===== src/rtl/mips_debug_pkg.sv =====
`default_nettype none
// ============================================================================
//  Module      : mips_debug_pkg
//  Description : Shared encodings for the UART debug controller: FSM states,
//                serializer phases, command bytes and frame word indices.
//  Revision    : 1.0 - initial release
// ============================================================================
package mips_debug_pkg;

    // Top-level controller states; values are visible on the LED port
    typedef enum logic [3:0] {
        ST_IDLE       = 4'd0,
        ST_RUN        = 4'd1,
        ST_STEP_WAIT  = 4'd2,
        ST_STEP_PULSE = 4'd3,
        ST_DUMP_LOAD  = 4'd4,
        ST_DUMP_BYTE  = 4'd5,
        ST_DUMP_WAIT  = 4'd6
    } state_e;

    // Byte-level phases inside the serializer
    typedef enum logic [1:0] {
        SER_IDLE = 2'd0,
        SER_BYTE = 2'd1,
        SER_WAIT = 2'd2
    } ser_phase_e;

    // ASCII command bytes
    localparam logic [7:0] CMD_RUN  = 8'h72;  // 'r'
    localparam logic [7:0] CMD_STEP = 8'h73;  // 's'
    localparam logic [7:0] CMD_NEXT = 8'h6E;  // 'n'
    localparam logic [7:0] CMD_DUMP = 8'h64;  // 'd'
    localparam logic [7:0] CMD_EXIT = 8'h78;  // 'x'

    // Word positions inside a dump frame
    localparam int WORD_PC   = 0;
    localparam int WORD_CNT  = 1;
    localparam int WORD_REG0 = 2;

    // Number of words in one frame: PC, count, registers, memory
    function automatic int frame_words(input int n_regs, input int n_mem);
        return WORD_REG0 + n_regs + n_mem;
    endfunction

endpackage
`default_nettype wire


===== src/rtl/mips_debug_ctrl_if.sv =====
`default_nettype none
// ============================================================================
//  Module      : mips_debug_ctrl_if
//  Description : UART RX/TX handshake bundle between the UART pair and the
//                debug controller. The controller uses the slave modport,
//                the UART side uses the master modport.
//  Revision    : 1.0 - initial release
// ============================================================================
interface mips_debug_ctrl_if #(
    parameter int DATA_BITS = 8
);
    logic                 i_uart_rx_valid;
    logic [DATA_BITS-1:0] i_uart_rx_data;
    logic                 o_uart_rx_ack;
    logic [DATA_BITS-1:0] o_uart_tx_data;
    logic                 o_uart_tx_start;
    logic                 i_uart_tx_busy;

    modport slave (
        input  i_uart_rx_valid,
        input  i_uart_rx_data,
        input  i_uart_tx_busy,
        output o_uart_rx_ack,
        output o_uart_tx_data,
        output o_uart_tx_start
    );

    modport master (
        output i_uart_rx_valid,
        output i_uart_rx_data,
        output i_uart_tx_busy,
        input  o_uart_rx_ack,
        input  o_uart_tx_data,
        input  o_uart_tx_start
    );
endinterface
`default_nettype wire


===== src/rtl/mips_debug_serializer.sv =====
`default_nettype none
// ============================================================================
//  Module      : mips_debug_serializer
//  Description : Splits an NBITS word into DATA_BITS bytes, MSB first, and
//                runs the start/busy handshake with the UART transmitter.
//                o_word_done is asserted in the cycle the last byte completes.
//  Revision    : 1.0 - initial release
// ============================================================================
module mips_debug_serializer
    import mips_debug_pkg::*;
#(
    parameter int DATA_BITS = 8,
    parameter int NBITS     = 32
) (
    input  wire logic                 clk,
    input  wire logic                 reset,
    input  wire logic                 i_load,
    input  wire logic [NBITS-1:0]     i_word,
    input  wire logic                 i_tx_busy,
    output logic      [DATA_BITS-1:0] o_tx_data,
    output logic                      o_tx_start,
    output logic                      o_waiting,
    output logic                      o_word_done
);
    localparam int NBYTES   = NBITS / DATA_BITS;
    localparam int CNT_BITS = (NBYTES > 1) ? $clog2(NBYTES) : 1;
    localparam logic [CNT_BITS-1:0] LAST_BYTE = CNT_BITS'(NBYTES - 1);

    generate
        if (NBITS % DATA_BITS != 0) begin : g_width_check
            $error("NBITS must be a multiple of DATA_BITS");
        end
    endgenerate

    ser_phase_e            phase_q;
    logic [NBITS-1:0]      shreg_q;
    logic [CNT_BITS-1:0]   byte_q;
    logic                  busy_seen_q;
    logic [DATA_BITS-1:0]  tx_data_q;
    logic                  tx_start_q;

    assign o_tx_data   = tx_data_q;
    assign o_tx_start  = tx_start_q;
    assign o_waiting   = (phase_q == SER_WAIT);
    assign o_word_done = (phase_q == SER_WAIT) && busy_seen_q && !i_tx_busy
                         && (byte_q == LAST_BYTE);

    // Byte sequencer: load word, send top byte when idle, wait busy rise/fall, shift
    always_ff @(posedge clk or posedge reset) begin
        if (reset) begin
            phase_q     <= SER_IDLE;
            shreg_q     <= '0;
            byte_q      <= '0;
            busy_seen_q <= 1'b0;
            tx_data_q   <= '0;
            tx_start_q  <= 1'b0;
        end else begin
            tx_start_q <= 1'b0;
            case (phase_q)
                SER_IDLE: begin
                    if (i_load) begin
                        shreg_q <= i_word;
                        byte_q  <= '0;
                        phase_q <= SER_BYTE;
                    end
                end
                SER_BYTE: begin
                    if (!i_tx_busy) begin
                        tx_data_q   <= shreg_q[NBITS-1 -: DATA_BITS];
                        tx_start_q  <= 1'b1;
                        busy_seen_q <= 1'b0;
                        phase_q     <= SER_WAIT;
                    end
                end
                SER_WAIT: begin
                    if (!busy_seen_q) begin
                        if (i_tx_busy) begin
                            busy_seen_q <= 1'b1;
                        end
                    end else if (!i_tx_busy) begin
                        shreg_q <= shreg_q << DATA_BITS;
                        if (byte_q == LAST_BYTE) begin
                            phase_q <= SER_IDLE;
                        end else begin
                            byte_q  <= byte_q + 1'b1;
                            phase_q <= SER_BYTE;
                        end
                    end
                end
                default: phase_q <= SER_IDLE;
            endcase
        end
    end

endmodule
`default_nettype wire


===== src/rtl/mips_debug_ctrl.sv =====
`default_nettype none
// ============================================================================
//  Module      : mips_debug_ctrl
//  Description : UART-driven debug controller for the MIPS core. Runs the
//                core to HALT or single-steps it through a clock enable, then
//                streams PC, cycle count, register file and data memory.
//  Revision    : 1.0 - initial release
// ============================================================================
module mips_debug_ctrl
    import mips_debug_pkg::*;
#(
    parameter int DATA_BITS = 8,
    parameter int NBITS     = 32,
    parameter int N_REGS    = 32,
    parameter int N_MEM     = 16,
    parameter int ADDR_BITS = 5
) (
    input  wire logic                 clk,
    input  wire logic                 reset,
    mips_debug_ctrl_if.slave          uart,
    input  wire logic                 i_mips_halt,
    input  wire logic [NBITS-1:0]     i_mips_pc,
    output logic                      o_mips_en,
    output logic                      o_mips_reset,
    output logic                      o_dbg_sel,
    output logic      [ADDR_BITS-1:0] o_dbg_addr,
    input  wire logic [NBITS-1:0]     i_dbg_data,
    output logic      [3:0]           o_state
);
    localparam int W        = frame_words(N_REGS, N_MEM);
    localparam int IDX_BITS = $clog2(W);
    localparam logic [IDX_BITS-1:0] LAST_WORD = IDX_BITS'(W - 1);

    localparam logic [DATA_BITS-1:0] RX_RUN  = DATA_BITS'(CMD_RUN);
    localparam logic [DATA_BITS-1:0] RX_STEP = DATA_BITS'(CMD_STEP);
    localparam logic [DATA_BITS-1:0] RX_NEXT = DATA_BITS'(CMD_NEXT);
    localparam logic [DATA_BITS-1:0] RX_DUMP = DATA_BITS'(CMD_DUMP);
    localparam logic [DATA_BITS-1:0] RX_EXIT = DATA_BITS'(CMD_EXIT);

    state_e               state_q;
    state_e               ret_q;
    logic [IDX_BITS-1:0]  idx_q;
    logic                 ld_phase_q;
    logic [NBITS-1:0]     pc_snap_q;
    logic [NBITS-1:0]     cnt_snap_q;
    logic [NBITS-1:0]     cnt_q;
    logic                 dbg_sel_q;
    logic [ADDR_BITS-1:0] dbg_addr_q;

    logic                 w_rx_take;
    logic                 w_mips_en;
    logic                 w_ser_load;
    logic [NBITS-1:0]     w_ser_word;
    logic                 w_ser_wait;
    logic                 w_word_done;
    logic [IDX_BITS-1:0]  w_idx_next;
    logic [DATA_BITS-1:0] w_tx_data;
    logic                 w_tx_start;

    // Register-file words come first, then data memory
    function automatic logic sel_of(input logic [IDX_BITS-1:0] idx);
        return int'(idx) >= (WORD_REG0 + N_REGS);
    endfunction

    function automatic logic [ADDR_BITS-1:0] addr_of(input logic [IDX_BITS-1:0] idx);
        int a;
        a = int'(idx);
        if (a >= WORD_REG0 + N_REGS) begin
            a = a - WORD_REG0 - N_REGS;
        end else if (a >= WORD_REG0) begin
            a = a - WORD_REG0;
        end else begin
            a = 0;
        end
        return ADDR_BITS'(a);
    endfunction

    // Bytes are consumed only where a command can be interpreted; during a
    // step pulse or a dump they stay pending until the next accepting state.
    assign w_rx_take = uart.i_uart_rx_valid &&
                       (state_q == ST_IDLE || state_q == ST_RUN || state_q == ST_STEP_WAIT);
    assign uart.o_uart_rx_ack = w_rx_take && !reset;

    // Combinational enable so the core stops in the very cycle HALT is seen
    assign w_mips_en = ((state_q == ST_RUN) && !i_mips_halt) || (state_q == ST_STEP_PULSE);
    assign o_mips_en    = w_mips_en;
    assign o_mips_reset = (state_q == ST_IDLE);

    assign o_dbg_sel  = dbg_sel_q;
    assign o_dbg_addr = dbg_addr_q;
    assign w_idx_next = idx_q + 1'b1;

    // Second LOAD cycle: read data is valid, hand the word to the serializer
    assign w_ser_load = (state_q == ST_DUMP_LOAD) && ld_phase_q;
    assign w_ser_word = (idx_q == IDX_BITS'(WORD_PC))  ? pc_snap_q  :
                        (idx_q == IDX_BITS'(WORD_CNT)) ? cnt_snap_q : i_dbg_data;

    assign o_state = (state_q == ST_DUMP_BYTE && w_ser_wait) ? ST_DUMP_WAIT : state_q;

    mips_debug_serializer #(
        .DATA_BITS (DATA_BITS),
        .NBITS     (NBITS)
    ) u_ser (
        .clk         (clk),
        .reset       (reset),
        .i_load      (w_ser_load),
        .i_word      (w_ser_word),
        .i_tx_busy   (uart.i_uart_tx_busy),
        .o_tx_data   (w_tx_data),
        .o_tx_start  (w_tx_start),
        .o_waiting   (w_ser_wait),
        .o_word_done (w_word_done)
    );

    assign uart.o_uart_tx_data  = w_tx_data;
    assign uart.o_uart_tx_start = w_tx_start;

    // Command/run-control FSM with cycle counter and frame word sequencing
    always_ff @(posedge clk or posedge reset) begin
        if (reset) begin
            state_q    <= ST_IDLE;
            ret_q      <= ST_IDLE;
            idx_q      <= '0;
            ld_phase_q <= 1'b0;
            pc_snap_q  <= '0;
            cnt_snap_q <= '0;
            cnt_q      <= '0;
            dbg_sel_q  <= 1'b0;
            dbg_addr_q <= '0;
        end else begin
            if (w_mips_en) begin
                cnt_q <= cnt_q + 1'b1;
            end
            case (state_q)
                ST_IDLE: begin
                    if (w_rx_take) begin
                        if (uart.i_uart_rx_data == RX_RUN) begin
                            state_q <= ST_RUN;
                            cnt_q   <= '0;
                        end else if (uart.i_uart_rx_data == RX_STEP) begin
                            state_q <= ST_STEP_WAIT;
                            cnt_q   <= '0;
                        end
                    end
                end
                ST_RUN: begin
                    if (i_mips_halt) begin
                        state_q    <= ST_DUMP_LOAD;
                        ret_q      <= ST_IDLE;
                        idx_q      <= '0;
                        ld_phase_q <= 1'b0;
                    end
                end
                ST_STEP_WAIT: begin
                    if (w_rx_take) begin
                        if (uart.i_uart_rx_data == RX_EXIT) begin
                            state_q <= ST_IDLE;
                        end else if (uart.i_uart_rx_data == RX_NEXT) begin
                            state_q <= ST_STEP_PULSE;
                        end else if (uart.i_uart_rx_data == RX_DUMP) begin
                            state_q    <= ST_DUMP_LOAD;
                            ret_q      <= ST_STEP_WAIT;
                            idx_q      <= '0;
                            ld_phase_q <= 1'b0;
                        end
                    end
                end
                ST_STEP_PULSE: begin
                    state_q    <= ST_DUMP_LOAD;
                    ret_q      <= ST_STEP_WAIT;
                    idx_q      <= '0;
                    ld_phase_q <= 1'b0;
                end
                ST_DUMP_LOAD: begin
                    if (!ld_phase_q) begin
                        ld_phase_q <= 1'b1;
                        // Frame entry: snapshot PC/count and decide where to return
                        if (idx_q == '0) begin
                            pc_snap_q  <= i_mips_pc;
                            cnt_snap_q <= cnt_q;
                            if (i_mips_halt) begin
                                ret_q <= ST_IDLE;
                            end
                        end
                    end else begin
                        ld_phase_q <= 1'b0;
                        state_q    <= ST_DUMP_BYTE;
                    end
                end
                ST_DUMP_BYTE: begin
                    if (w_word_done) begin
                        if (idx_q == LAST_WORD) begin
                            state_q    <= ret_q;
                            idx_q      <= '0;
                            dbg_sel_q  <= 1'b0;
                            dbg_addr_q <= '0;
                        end else begin
                            idx_q      <= w_idx_next;
                            dbg_sel_q  <= sel_of(w_idx_next);
                            dbg_addr_q <= addr_of(w_idx_next);
                            state_q    <= ST_DUMP_LOAD;
                        end
                    end
                end
                default: state_q <= ST_IDLE;
            endcase
        end
    end

endmodule
`default_nettype wire


===== src/flat_wrapper.sv =====
// flat-port wrapper written by rule: the top's interface ports become plain ports
module mips_debug_ctrl_flat import mips_debug_pkg::*;
#(
    parameter int DATA_BITS = 8,
    parameter int NBITS     = 32,
    parameter int N_REGS    = 32,
    parameter int N_MEM     = 16,
    parameter int ADDR_BITS = 5
)
  (clk, reset, i_mips_halt, i_mips_pc, o_mips_en, o_mips_reset, o_dbg_sel, o_dbg_addr, i_dbg_data, o_state, uart_i_uart_rx_valid, uart_i_uart_rx_data, uart_i_uart_tx_busy, uart_o_uart_rx_ack, uart_o_uart_tx_data, uart_o_uart_tx_start);
  mips_debug_ctrl_if #(.DATA_BITS(DATA_BITS)) uart_i ();
  input  wire logic clk;
  input  wire logic reset;
  input  wire logic i_mips_halt;
  input  wire logic [NBITS-1:0] i_mips_pc;
  output logic o_mips_en;
  output logic o_mips_reset;
  output logic o_dbg_sel;
  output logic      [ADDR_BITS-1:0] o_dbg_addr;
  input  wire logic [NBITS-1:0] i_dbg_data;
  output logic      [3:0] o_state;
  input wire logic [$bits(uart_i.i_uart_rx_valid)-1:0] uart_i_uart_rx_valid;
  input wire logic [$bits(uart_i.i_uart_rx_data)-1:0] uart_i_uart_rx_data;
  input wire logic [$bits(uart_i.i_uart_tx_busy)-1:0] uart_i_uart_tx_busy;
  output wire logic [$bits(uart_i.o_uart_rx_ack)-1:0] uart_o_uart_rx_ack;
  output wire logic [$bits(uart_i.o_uart_tx_data)-1:0] uart_o_uart_tx_data;
  output wire logic [$bits(uart_i.o_uart_tx_start)-1:0] uart_o_uart_tx_start;
  assign uart_i.i_uart_rx_valid = uart_i_uart_rx_valid;
  assign uart_i.i_uart_rx_data = uart_i_uart_rx_data;
  assign uart_i.i_uart_tx_busy = uart_i_uart_tx_busy;
  assign uart_o_uart_rx_ack = uart_i.o_uart_rx_ack;
  assign uart_o_uart_tx_data = uart_i.o_uart_tx_data;
  assign uart_o_uart_tx_start = uart_i.o_uart_tx_start;
  mips_debug_ctrl #(.DATA_BITS(DATA_BITS), .NBITS(NBITS), .N_REGS(N_REGS), .N_MEM(N_MEM), .ADDR_BITS(ADDR_BITS)) u_core (.clk(clk), .reset(reset), .uart(uart_i), .i_mips_halt(i_mips_halt), .i_mips_pc(i_mips_pc), .o_mips_en(o_mips_en), .o_mips_reset(o_mips_reset), .o_dbg_sel(o_dbg_sel), .o_dbg_addr(o_dbg_addr), .i_dbg_data(i_dbg_data), .o_state(o_state));
endmodule

===== config.mk =====
export PLATFORM = sky130hd
export DESIGN_NAME = mips_debug_ctrl_flat
export DESIGN_NICKNAME = d
export VERILOG_FILES = /design/src/rtl/mips_debug_pkg.sv /design/src/rtl/mips_debug_ctrl_if.sv /design/src/rtl/mips_debug_serializer.sv /design/src/rtl/mips_debug_ctrl.sv /design/src/flat_wrapper.sv
export SDC_FILE = /design/constraint.sdc
export NUM_CORES = 1
export LEC_CHECK = 0
export ABC_AREA = 1
export CELL_PAD_IN_SITES_DETAIL_PLACEMENT = 1
export CELL_PAD_IN_SITES_GLOBAL_PLACEMENT = 1
export CORE_MARGIN = 4
export CORE_UTILIZATION = 41
export CTS_BUF_LIST = sky130_fd_sc_hd__clkbuf_16
export DETAILED_ROUTE_END_ITERATION = 16
export PLACE_DENSITY = 0.82
export REMOVE_ABC_BUFFERS = 1
export SYNTH_ARGS = -nofsm -noshare
export SYNTH_HDL_FRONTEND = slang
export SYNTH_SLANG_ARGS = --single-unit

===== constraint.sdc =====
create_clock -name clk -period 6.3 [get_ports clk]
set_input_delay 1.26 -clock clk [delete_from_list [all_inputs] [get_ports clk]]
set_output_delay 1.26 -clock clk [all_outputs]
set_load 0.01 [all_outputs]

### After elaboration in Yosys (flattened, before gate mapping)

Index checks and enable logic that the tools add are counted.

* register bits: 163
* input bits: 77
* output and inout port bits: 22
* logic and storage cells: 156

* add/subtract/negate cells: 5
* $lt $le $gt $ge: 2
* eq/ne operators: 32
* muxes and demuxes: 68
* bitwise gates (word level): 2
* reductions and logical operators: 32

Operators by type and width (count)
* $mux 32: 10
* $mux 4: 19
* $pmux 32 s2: 1
* $mux 6: 7
* $eq 8x7->1 const B: 5
* $add 32x1->32 const B: 1
* $ne 2x2->1 const B: 12
* $pmux 4 s6: 1
* $pmux 6 s4: 1
* $reduce_and 7->1: 3
* $mux 2: 8
* $pmux 4 s4: 1
* $mux 5: 3
* $mux 1: 13
* $eq 4x2->1 const B: 2
* $eq 4x3->1 const B: 2
* $logic_and 1x1->1: 8
* $reduce_and 4->1: 2
* $reduce_bool 4->1: 2
* $add 6x1->6 const B: 1
* $eq 6x1->1 const B: 1
* $eq 6x6->1 const B: 1
* $ge 6x2->1 const B: 1
* $ge 6x6->1 const B: 1
* other kinds (24): 35

### Longest topological paths before layout

Gate-level depths: netlist (run 1).

* depth in word-level cells: 8
* mapped depth: 11
* gate-level depth less buffers: 11

### By module

A second synthesis (run 1) with hierarchy kept.

* cell total of the unflattened synthesis: 1137
* area total of the unflattened synthesis: 8491.9 µm²

By module, submodules not included
* mips_debug_ctrl: instances 1, cells each 836, area an instance 6283.5 µm², sequential area each 2827.7 µm²
* mips_debug_serializer: instances 1, cells each 301, area an instance 2208.4 µm², sequential area each 1151.1 µm²

### Worst setup path after synthesis (run 1)

OpenSTA, ideal clock, no wires.

* path kind: input to output
* start: input port uart_i_uart_rx_valid
* end: output port uart_o_uart_rx_ack
* data arrival time: 1.949 ns
* data required time: 5.040 ns
* slack: 3.091 ns
* stages on the path: 2
* buffers on the path: 0
* cells stage by stage: inv_1 > a2111oi_0

* longest elaborated chain between the ends: 2

RTL lines
* from (decl): line flat_wrapper.sv:22 `input wire logic [$bits(uart_i.i_uart_rx_valid)-1:0] uart_i_uart_rx_valid;`
* $logic_and 1x1->1: line mips_debug_ctrl.sv:80 `assign w_rx_take = uart.i_uart_rx_valid &&`
* $logic_and 1x1->1: line mips_debug_ctrl.sv:82 `assign uart.o_uart_rx_ack = w_rx_take && !reset;`
* to (decl): line flat_wrapper.sv:25 `output wire logic [$bits(uart_i.o_uart_rx_ack)-1:0] uart_o_uart_rx_ack;`

No other way between the ends.

### Worst setup path after layout (run 1)

Same ends and word-level chain as after synthesis.

==> insert_results.sql, run 1 <==
INSERT INTO impl_metrics (metric_group, metric, value, unit) VALUES
('run_status', 'run_status', 'finished, final reports clean', ''),
('detailed_routing', 'routed_wirelength', '24510', 'µm'),
('power_and_ir_drop', 'clkPwrFrac', '0.263', ''),
('power_and_ir_drop', 'p_seq_frac', '0.384', ''),
('timing', 'report.final.slew_viol_count', '0', ''),
('yosys', 'synth_register_bits', '159', ''),
('yosys', 'ys_seq_area_frac', '0.4865', ''),
('yosys', 'synth_top_area_cell', 'sky130_fd_sc_hd__dfrtp_1', ''),
('global_route', 'pin_count_of_the_biggest_net_entering_global_routing', '115', ''),
('worst_setup_path', 'critPathMaxFanout', '3', ''),
('cells_and_area', 'n_fill_cell', '2439', ''),
('power_and_ir_drop', 'total_switching_power', '1.599', 'mW'),
('power_and_ir_drop', 'power_frac_comb', '0.353', ''),
('detailed_routing', 'remaining_drc_errors', '0', ''),
('worst_setup_path', 'timing_worst_setup_path_type', 'in2out', ''),
('flow_run', 'drv_cap', '0', ''),
('clock_network', 'ctsHtreeMaxLevel', '4', ''),
('cells_and_area', 'finish.net_count', '1228', ''),
('worst_hold_path', 'min_delay_path_depth', '2', ''),
('floorplanning', 'floorplan.io_pins', '99', ''),
('place', 'finalWeightedCongestion', '0.8868', ''),
('yosys', 'synth_top_cell_area_share', '0.4865', ''),
('cells_and_area', 'areaGrowthSynthToFinish', '21.50', '%'),
('timing', 'final_setup_violating_endpoints', '0', ''),
('detailed_routing', 'routed-wl-met2', '12030', 'µm'),
('clock_network', 'cts_made_buffers', '17', ''),
('timing', 'maxClockFrequency', '245.6', 'MHz'),
('detailed_routing', 'met3WireLength', '921', 'µm'),
('worst_setup_path', 'r2r-start', 'u_core.idx_q[0]', ''),
('worst_setup_path', 'worst_r2r_path_depth', '8', ''),
('floorplanning', 'row_count', '51', ''),
('clock_network', 'count_of_hold_fix_buffers_inserted_at_cts', '0', ''),
('power_and_ir_drop', 'vdd_drop_max', '0.2240', 'mV'),
('timing', 'timing.setup.tns', '0', 'ns'),
('worst_setup_path', 'start_kind', 'input pin', ''),
('floorplanning', 'starting_density_of_the_core', '0.4188', ''),
('clock_network', 'cts-root-buf', 'sky130_fd_sc_hd__clkbuf_16', ''),
('global_route', 'grt_first_pass_wirelength', '40370', 'µm'),
('yosys', 'synth-edff-count', '0', ''),
('power_and_ir_drop', 'intPower', '2.577', 'mW'),
('power_and_ir_drop', 'power.static_leakage', '4.711', 'nW'),
('clock_network', 'clockBufferDepth', '2', ''),
('floorplanning', 'die_height', '149.2', 'µm'),
('global_route', 'grt_usage', '0.2285', ''),
('cells_and_area', 'final_common_cell', 'sky130_fd_sc_hd__nand2_1', ''),
('timing', 'report.final.hold_viol_count', '0', ''),
('detailed_routing', 'route.top_layer_used', 'met4', ''),
('detailed_routing', 'detailedRoute.firstPassIterationCount', '5', ''),
('yosys', 'dominantRegCellSynth', 'sky130_fd_sc_hd__dfrtp_1', ''),
('place', 'hpwlAfterDp', '16680', 'µm'),
('floorplanning', 'die_w', '149.2', 'µm'),
('global_route', 'grt_overflow_total', '0', ''),
('timing', 'final.min_clock_period', '4.072', 'ns'),
('worst_hold_path', 'worstHoldStart', 'u_core.u_ser.o_tx_data[0]', ''),
('worst_setup_path', 'worst_setup_path_end_kind', 'primary output', ''),
('detailed_routing', 'm1WireLength', '11090', 'µm'),
('cells_and_area', 'insertedDiodeCount', '0', ''),
('floorplanning', 'die_area', '0.02227', 'mm²'),
('clock_network', 'cts_post_setup_buffers_inserted', '0', ''),
('clock_network', 'insertion_delay', '0.43', 'ns'),
('clock_network', 'clock_sinks', '159', ''),
('timing', 'worst_slew_pin_slew', '1.025', 'ns'),
('clock_network', 'post_cts_resize_count', '0', ''),
('worst_setup_path', 'cp.arrival', '2.81', 'ns'),
('timing', 'timing.max_slew.rel_slack', '0.3167', ''),
('yosys', 'synth_top_cells_by_area', 'sky130_fd_sc_hd__dfrtp_1 49%, sky130_fd_sc_hd__nand2_1 14%, sky130_fd_sc_hd__nor2_1 6.2%, sky130_fd_sc_hd__nand3_1 5.0%, sky130_fd_sc_hd__inv_1 4.6%', ''),
('worst_setup_path', 'setup.worst_path.start', 'uart_i_uart_rx_valid', ''),
('yosys', 'netlist_area', '0.008178', 'mm²'),
('power_and_ir_drop', 'switching_share', '0.3828', ''),
('timing', 'finalCritPeriodShare', '0.6463', ''),
('yosys', 'netlist-cell-type-count', '36', '');
==> sequential cells by signal, indices dropped and copies added, names as in the netlist <==
name                      count
u_core.u_ser.shreg_q         32
u_core.u_ser.o_tx_start       1
u_core.idx_q                  6
u_core.o_dbg_addr             5
u_core.ld_phase_q             1
u_core.pc_snap_q             32
u_core.u_ser.phase_q          2
u_core.u_ser.byte_q           2
u_core.state_q                3
u_core.ret_q                  1
u_core.u_ser.o_tx_data        8
u_core.u_ser.busy_seen_q      1
u_core.cnt_snap_q            32
u_core.cnt_q                 32
u_core.o_dbg_sel              1
==> path summary, 6_finish.rpt <==
kind	to
setup / recovery	uart_o_uart_rx_ack
max in group asynchronous	u_core.u_ser.o_tx_data[0]
min in group asynchronous	u_core.pc_snap_q[5]
setup reg to reg	u_core.pc_snap_q[0]
hold / removal	u_core.u_ser.o_tx_data[0]
hold reg to reg	u_core.u_ser.o_tx_data[0]
==> routing by layer <==
metal	GRT usage	up-vias
li1	-	3579
met1	0.3100	3603
met2	0.3813	152
met3	0.03191	31
met4	0.07094	0
met5	0	-
==> cells by family (layout without fill, tap and decap cells) <==
| kind of cell | count (synthesis) | in the layout | synth area share |
|---|---|---|---|
| mux | 13 | 13 | 0.01790 |
| fa+ha+maj | 8 | 8 | 0.01224 |
| compound gates | 161 | 161 | 0.1051 |
| simple gates | 561 | 561 | 0.2907 |
| buf+inv | 149 | 243 | 0.07635 |
| other cells | 1 | 1 | 0.0004586 |
| xor+xnor | 10 | 10 | 0.01071 |
| flops | 159 | 159 | 0.4865 |
==> critical path: stages <==
cell                              delay, ns
sky130_fd_sc_hd__clkdlybuf4s50_1       0.50
sky130_fd_sc_hd__inv_1                 0.07
sky130_fd_sc_hd__a2111oi_0             0.36
sky130_fd_sc_hd__clkdlybuf4s50_1       0.61
==> synth_stat cells, types with 6 or more instances <==
cell type and count:
sky130_fd_sc_hd__mux2_2 12, sky130_fd_sc_hd__nor2_1 134, sky130_fd_sc_hd__ha_1 8, sky130_fd_sc_hd__buf_2 20, sky130_fd_sc_hd__a21oi_1 67, sky130_fd_sc_hd__nand4_1 9, sky130_fd_sc_hd__nor2_2 6, sky130_fd_sc_hd__a31oi_1 24
sky130_fd_sc_hd__o21ai_0 48, sky130_fd_sc_hd__o211ai_1 7, sky130_fd_sc_hd__nor3_1 12, sky130_fd_sc_hd__clkbuf_1 14, sky130_fd_sc_hd__inv_1 101, sky130_fd_sc_hd__dfrtp_1 159, sky130_fd_sc_hd__xor2_1 8, sky130_fd_sc_hd__nand3_1 82
sky130_fd_sc_hd__nand2_1 303, sky130_fd_sc_hd__o21ai_1 13
==> power by group through the flow <==
stage               registers, mW  logic, mW  clock network [mW]
finish                       1.60       1.47                1.10
detailed placement           1.61       1.46                   0
CTS                          1.60       1.49                1.11
global placement             1.59       1.40                   0
floorplan                    1.56      0.977                   0
global route                 1.64       1.69                1.16
==> metrics by stage <==
| step | setup WS [ns] | hold slack, ns | utilization | total power, mW |
|---|---|---|---|---|
| detailed placement | 2.205 | 0.4644 | 0.4772 | 3.075 |
| finish | 2.228 | 0.4753 | 0.5088 | 4.176 |
| floorplan | 0.7484 | 0.4496 | - | 2.535 |
| global placement | 2.274 | 0.4569 | 0.4772 | 2.994 |
| global route | 2.138 | 0.5055 | 0.5088 | 4.485 |
| CTS | 2.205 | 0.4822 | 0.5088 | 4.202 |
==> layout make-up <==
type	count	area (µm²)	area share
sequential	159	3979	0.4005
multi-input combinational	754	3575	0.3598
timing repair buffer	104	1023	0.1030
clock buffer	17	425.4	0.04282
inverter	107	409.1	0.04118
tap	265	331.6	0.03337
clock inverter	15	192.7	0.01939
Note: power is estimated with default switching activity, not from simulation.
==> inputs of run 2 (changes only) <==
--- a/config.mk
+++ b/config.mk
@@ -9,10 +9,10 @@
 export CELL_PAD_IN_SITES_DETAIL_PLACEMENT = 1
 export CELL_PAD_IN_SITES_GLOBAL_PLACEMENT = 1
 export CORE_MARGIN = 4
-export CORE_UTILIZATION = 41
+export CORE_UTILIZATION = 37
 export CTS_BUF_LIST = sky130_fd_sc_hd__clkbuf_16
 export DETAILED_ROUTE_END_ITERATION = 16
-export PLACE_DENSITY = 0.82
+export PLACE_DENSITY = 0.78
 export REMOVE_ABC_BUFFERS = 1
 export SYNTH_ARGS = -nofsm -noshare
 export SYNTH_HDL_FRONTEND = slang
==> constraint.sdc (replaced) <==
create_clock -name clk -period 3.5 [get_ports clk]
set_input_delay 0.7 -clock clk [delete_from_list [all_inputs] [get_ports clk]]
set_output_delay 0.7 -clock clk [all_outputs]
set_load 0.01 [all_outputs]
==> run 2 against run 1 <==
  * Clock skew grew 0.0013 ns
  * Register-to-register slack lost 2.1 ns
  * Sequential power is 80% higher
  * Via count fell by 0.16%
  * Hold slack got worse by 0.0072 ns
  * Total power grew 76%
  * Core utilization fell by 5.0 points
  * Largest cell class unchanged
  * Non-clock buffer count rose by 9
==> insert_results.sql, run 2 (synthesis gave the netlist of run 1 again) <==
INSERT INTO impl_metrics (metric_group, metric, value, unit) VALUES
('run_status', 'run_status', 'finished, final reports clean', ''),
('flow_run', 'drv_cap', '0', ''),
('clock_network', 'tritoncts_clock_tree', 'yes', ''),
('global_route', 'grt_usage', '0.2065', ''),
('worst_setup_path', 'cp_cell_sequence', 'inv_2 -> nand2_1 -> nor2_1 -> inv_1 -> o21ai_0 -> clkdlybuf4s50_1', ''),
('floorplanning', 'row_count', '54', ''),
('timing', 'timing.setup.tns', '0', 'ns'),
('clock_network', 'cts_made_buffers', '17', ''),
('floorplanning', 'floorplan.io_pins', '99', ''),
('global_route', 'grt_pass1_vias', '7842', ''),
('detailed_routing', 'remaining_drc_errors', '0', ''),
('power_and_ir_drop', 'power-per-cell-area', '736.6', 'mW/mm²'),
('worst_hold_path', 'min_delay_path_depth', '2', ''),
('power_and_ir_drop', 'vdd_drop_max', '0.2783', 'mV'),
('detailed_routing', 'vias_per_cell', '5.089', ''),
('floorplanning', 'core_area', '0.02176', 'mm²'),
('timing', 'timing.max_slew.rel_slack', '0.5961', ''),
('cells_and_area', 'mostFrequentLayoutCells', '303 x sky130_fd_sc_hd__nand2_1, 159 x sky130_fd_sc_hd__dfrtp_1, 134 x sky130_fd_sc_hd__nor2_1', ''),
('cells_and_area', 'insertedDiodeCount', '0', ''),
('timing', 'report.final.slew_viol_count', '0', ''),
('clock_network', 'insertion_delay', '0.43', 'ns'),
('place', 'hpwlAfterDp', '17630', 'µm'),
('clock_network', 'cts-root-buf', 'sky130_fd_sc_hd__clkbuf_16', ''),
('worst_setup_path', 'critPathSlowestCell', 'sky130_fd_sc_hd__clkdlybuf4s50_1', ''),
('clock_network', 'cts_post_setup_buffers_inserted', '0', ''),
('clock_network', 'count_of_hold_fix_buffers_inserted_at_cts', '0', ''),
('floorplanning', 'die_height', '156.7', 'µm'),
('worst_setup_path', 'start_kind', 'register', ''),
('global_route', 'pin_count_of_the_biggest_net_entering_global_routing', '59', ''),
('global_route', 'grt_overflow_total', '0', ''),
('clock_network', 'clock_sinks', '159', ''),
('worst_setup_path', 'crit_path_max_incr_delay', '0.60', 'ns'),
('cells_and_area', 'areaGrowthSynthToFinish', '22.20', '%'),
('detailed_routing', 'routed_wirelength', '24740', 'µm'),
('timing', 'final_setup_violating_endpoints', '0', ''),
('worst_setup_path', 'timing_worst_setup_path_type', 'reg2out', ''),
('timing', 'worst_slew_pin_slew', '0.6041', 'ns'),
('detailed_routing', 'detail_route.wl_per_cell', '17.12', 'µm'),
('worst_setup_path', 'crit_path_buf_inv_count', '3', ''),
('clock_network', 'clockBufferDepth', '2', ''),
('worst_setup_path', 'worst_r2r_path_depth', '7', ''),
('power_and_ir_drop', 'power.static_leakage', '4.736', 'nW'),
('timing', 'setup_repair_after_global_routing_missed_its_margin', 'no', ''),
('floorplanning', 'die_w', '156.7', 'µm'),
('timing', 'finalCritPeriodShare', '0.8872', ''),
('worst_setup_path', 'worst_ep_required_time', '2.80', 'ns'),
('timing', 'clock-skew-final', '0.01040', 'ns'),
('floorplanning', 'starting_density_of_the_core', '0.3759', ''),
('worst_hold_path', 'hold_path.class', 'reg2reg', ''),
('timing', 'report.final.hold_viol_count', '0', ''),
('global_route', 'grt_first_pass_wirelength', '40550', 'µm'),
('detailed_routing', 'detailedRoute.firstPassIterationCount', '7', ''),
('cells_and_area', 'post_route_cells_drive_above_1_share', '0.07296', ''),
('place', 'port_buffers', '97', ''),
('clock_network', 'ctsHtreeMaxLevel', '4', ''),
('detailed_routing', 'drt.antenna.violating_nets', '0', ''),
('clock_network', 'clk_pin_slew_worst_paths', '0.07', 'ns'),
('cells_and_area', 'final_common_cell', 'sky130_fd_sc_hd__nand2_1', ''),
('detailed_routing', 'detailed_route_iter0_violations', '363', ''),
('timing', 'maxClockFrequency', '322.0', 'MHz'),
('cells_and_area', 'finish.net_count', '1237', ''),
('global_route', 'initial_antenna_violation_count', '0', ''),
('worst_setup_path', 'path_depth', '6', ''),
('worst_setup_path', 'critical_path.top_delay_family', 'buffers and inverters', ''),
('worst_setup_path', 'critPathMaxFanout', '7', ''),
('floorplanning', 'die_area', '0.02455', 'mm²'),
('detailed_routing', 'route.vias.total', '7353', ''),
('worst_setup_path', 'worst_setup_path_end_kind', 'primary output', ''),
('clock_network', 'post_cts_resize_count', '0', ''),
('place', 'finalWeightedCongestion', '0.8820', ''),
('timing', 'final.min_clock_period', '3.105', 'ns'),
('worst_setup_path', 'cp.arrival', '2.41', 'ns'),
('timing', 'finalHoldWorstSlack', '0.4681', 'ns');
-- run 2: per-stage QoR --
| stage | setup slack (ns) | utilization | power (mW) | instance area, µm² | std cells |
|---|---|---|---|---|---|
| global placement | 0.5928 | 0.4334 | 5.440 | 9429 | 1413 |
| finish | 0.3948 | 0.4593 | 7.361 | 9993 | 1445 |
| global route | 0.2429 | 0.4593 | 7.912 | 9993 | 1445 |
| CTS | 0.3970 | 0.4593 | 7.433 | 9993 | 1445 |
| detailed placement | 0.5183 | 0.4334 | 5.577 | 9429 | 1413 |
| floorplan | -1.492 | - | 4.563 | 7958 | 1020 |
-- run 2: path summary, 6_finish.rpt --
| kind | from | slack, ns | to |
|---|---|---|---|
| setup reg to reg | u_core.idx_q[0] | 0.79 | u_core.cnt_snap_q[17] |
| max in group asynchronous | reset | 1.98 | u_core.cnt_q[26] |
| hold reg to reg | u_core.u_ser.o_tx_data[1] | 0.47 | u_core.u_ser.o_tx_data[1] |
| hold / removal | u_core.u_ser.o_tx_data[1] | 0.47 | u_core.u_ser.o_tx_data[1] |
| setup / recovery | u_core.state_q[1] | 0.39 | o_state[1] |
| min in group asynchronous | reset | 0.74 | u_core.idx_q[4] |
-- run 2: report_power, final --
part / switching [mW] / total [mW] / internal [mW]
registers: 0.398 / 2.88 / 2.48
clock network: 0.832 / 1.82 / 0.990
logic: 1.67 / 2.66 / 0.990
-- run 2: worst reg2reg max path, cell delays in order, from the launching register on --
cell and delay [ns]:
sky130_fd_sc_hd__dfrtp_1 0.47, sky130_fd_sc_hd__inv_1 0.15, sky130_fd_sc_hd__ha_1 0.17, sky130_fd_sc_hd__nand3_1 0.11, sky130_fd_sc_hd__inv_2 0.46, sky130_fd_sc_hd__nand3_4 0.56, sky130_fd_sc_hd__buf_4 0.38, sky130_fd_sc_hd__mux2_2 0.29
-- run 2: layout make-up --
type	count	area, µm²
Fill cell	2677	11760
Sequential cell	159	3979
Multi-Input combinational cell	754	3575
Timing Repair Buffer	113	1116
Clock buffer	17	425.4
Inverter	107	409.1
Tap cell	280	350.3
Clock inverter	15	138.9
-- run 2: routing by layer --
metal | track usage | vias up | part of all wire
met5 | 0 | - | 0
met3 | 0.02821 | 25 | 0.027
li1 | - | 3588 | -
met4 | 0.05579 | 0 | 0.015
met1 | 0.2662 | 3644 | 0.44
met2 | 0.3647 | 96 | 0.51
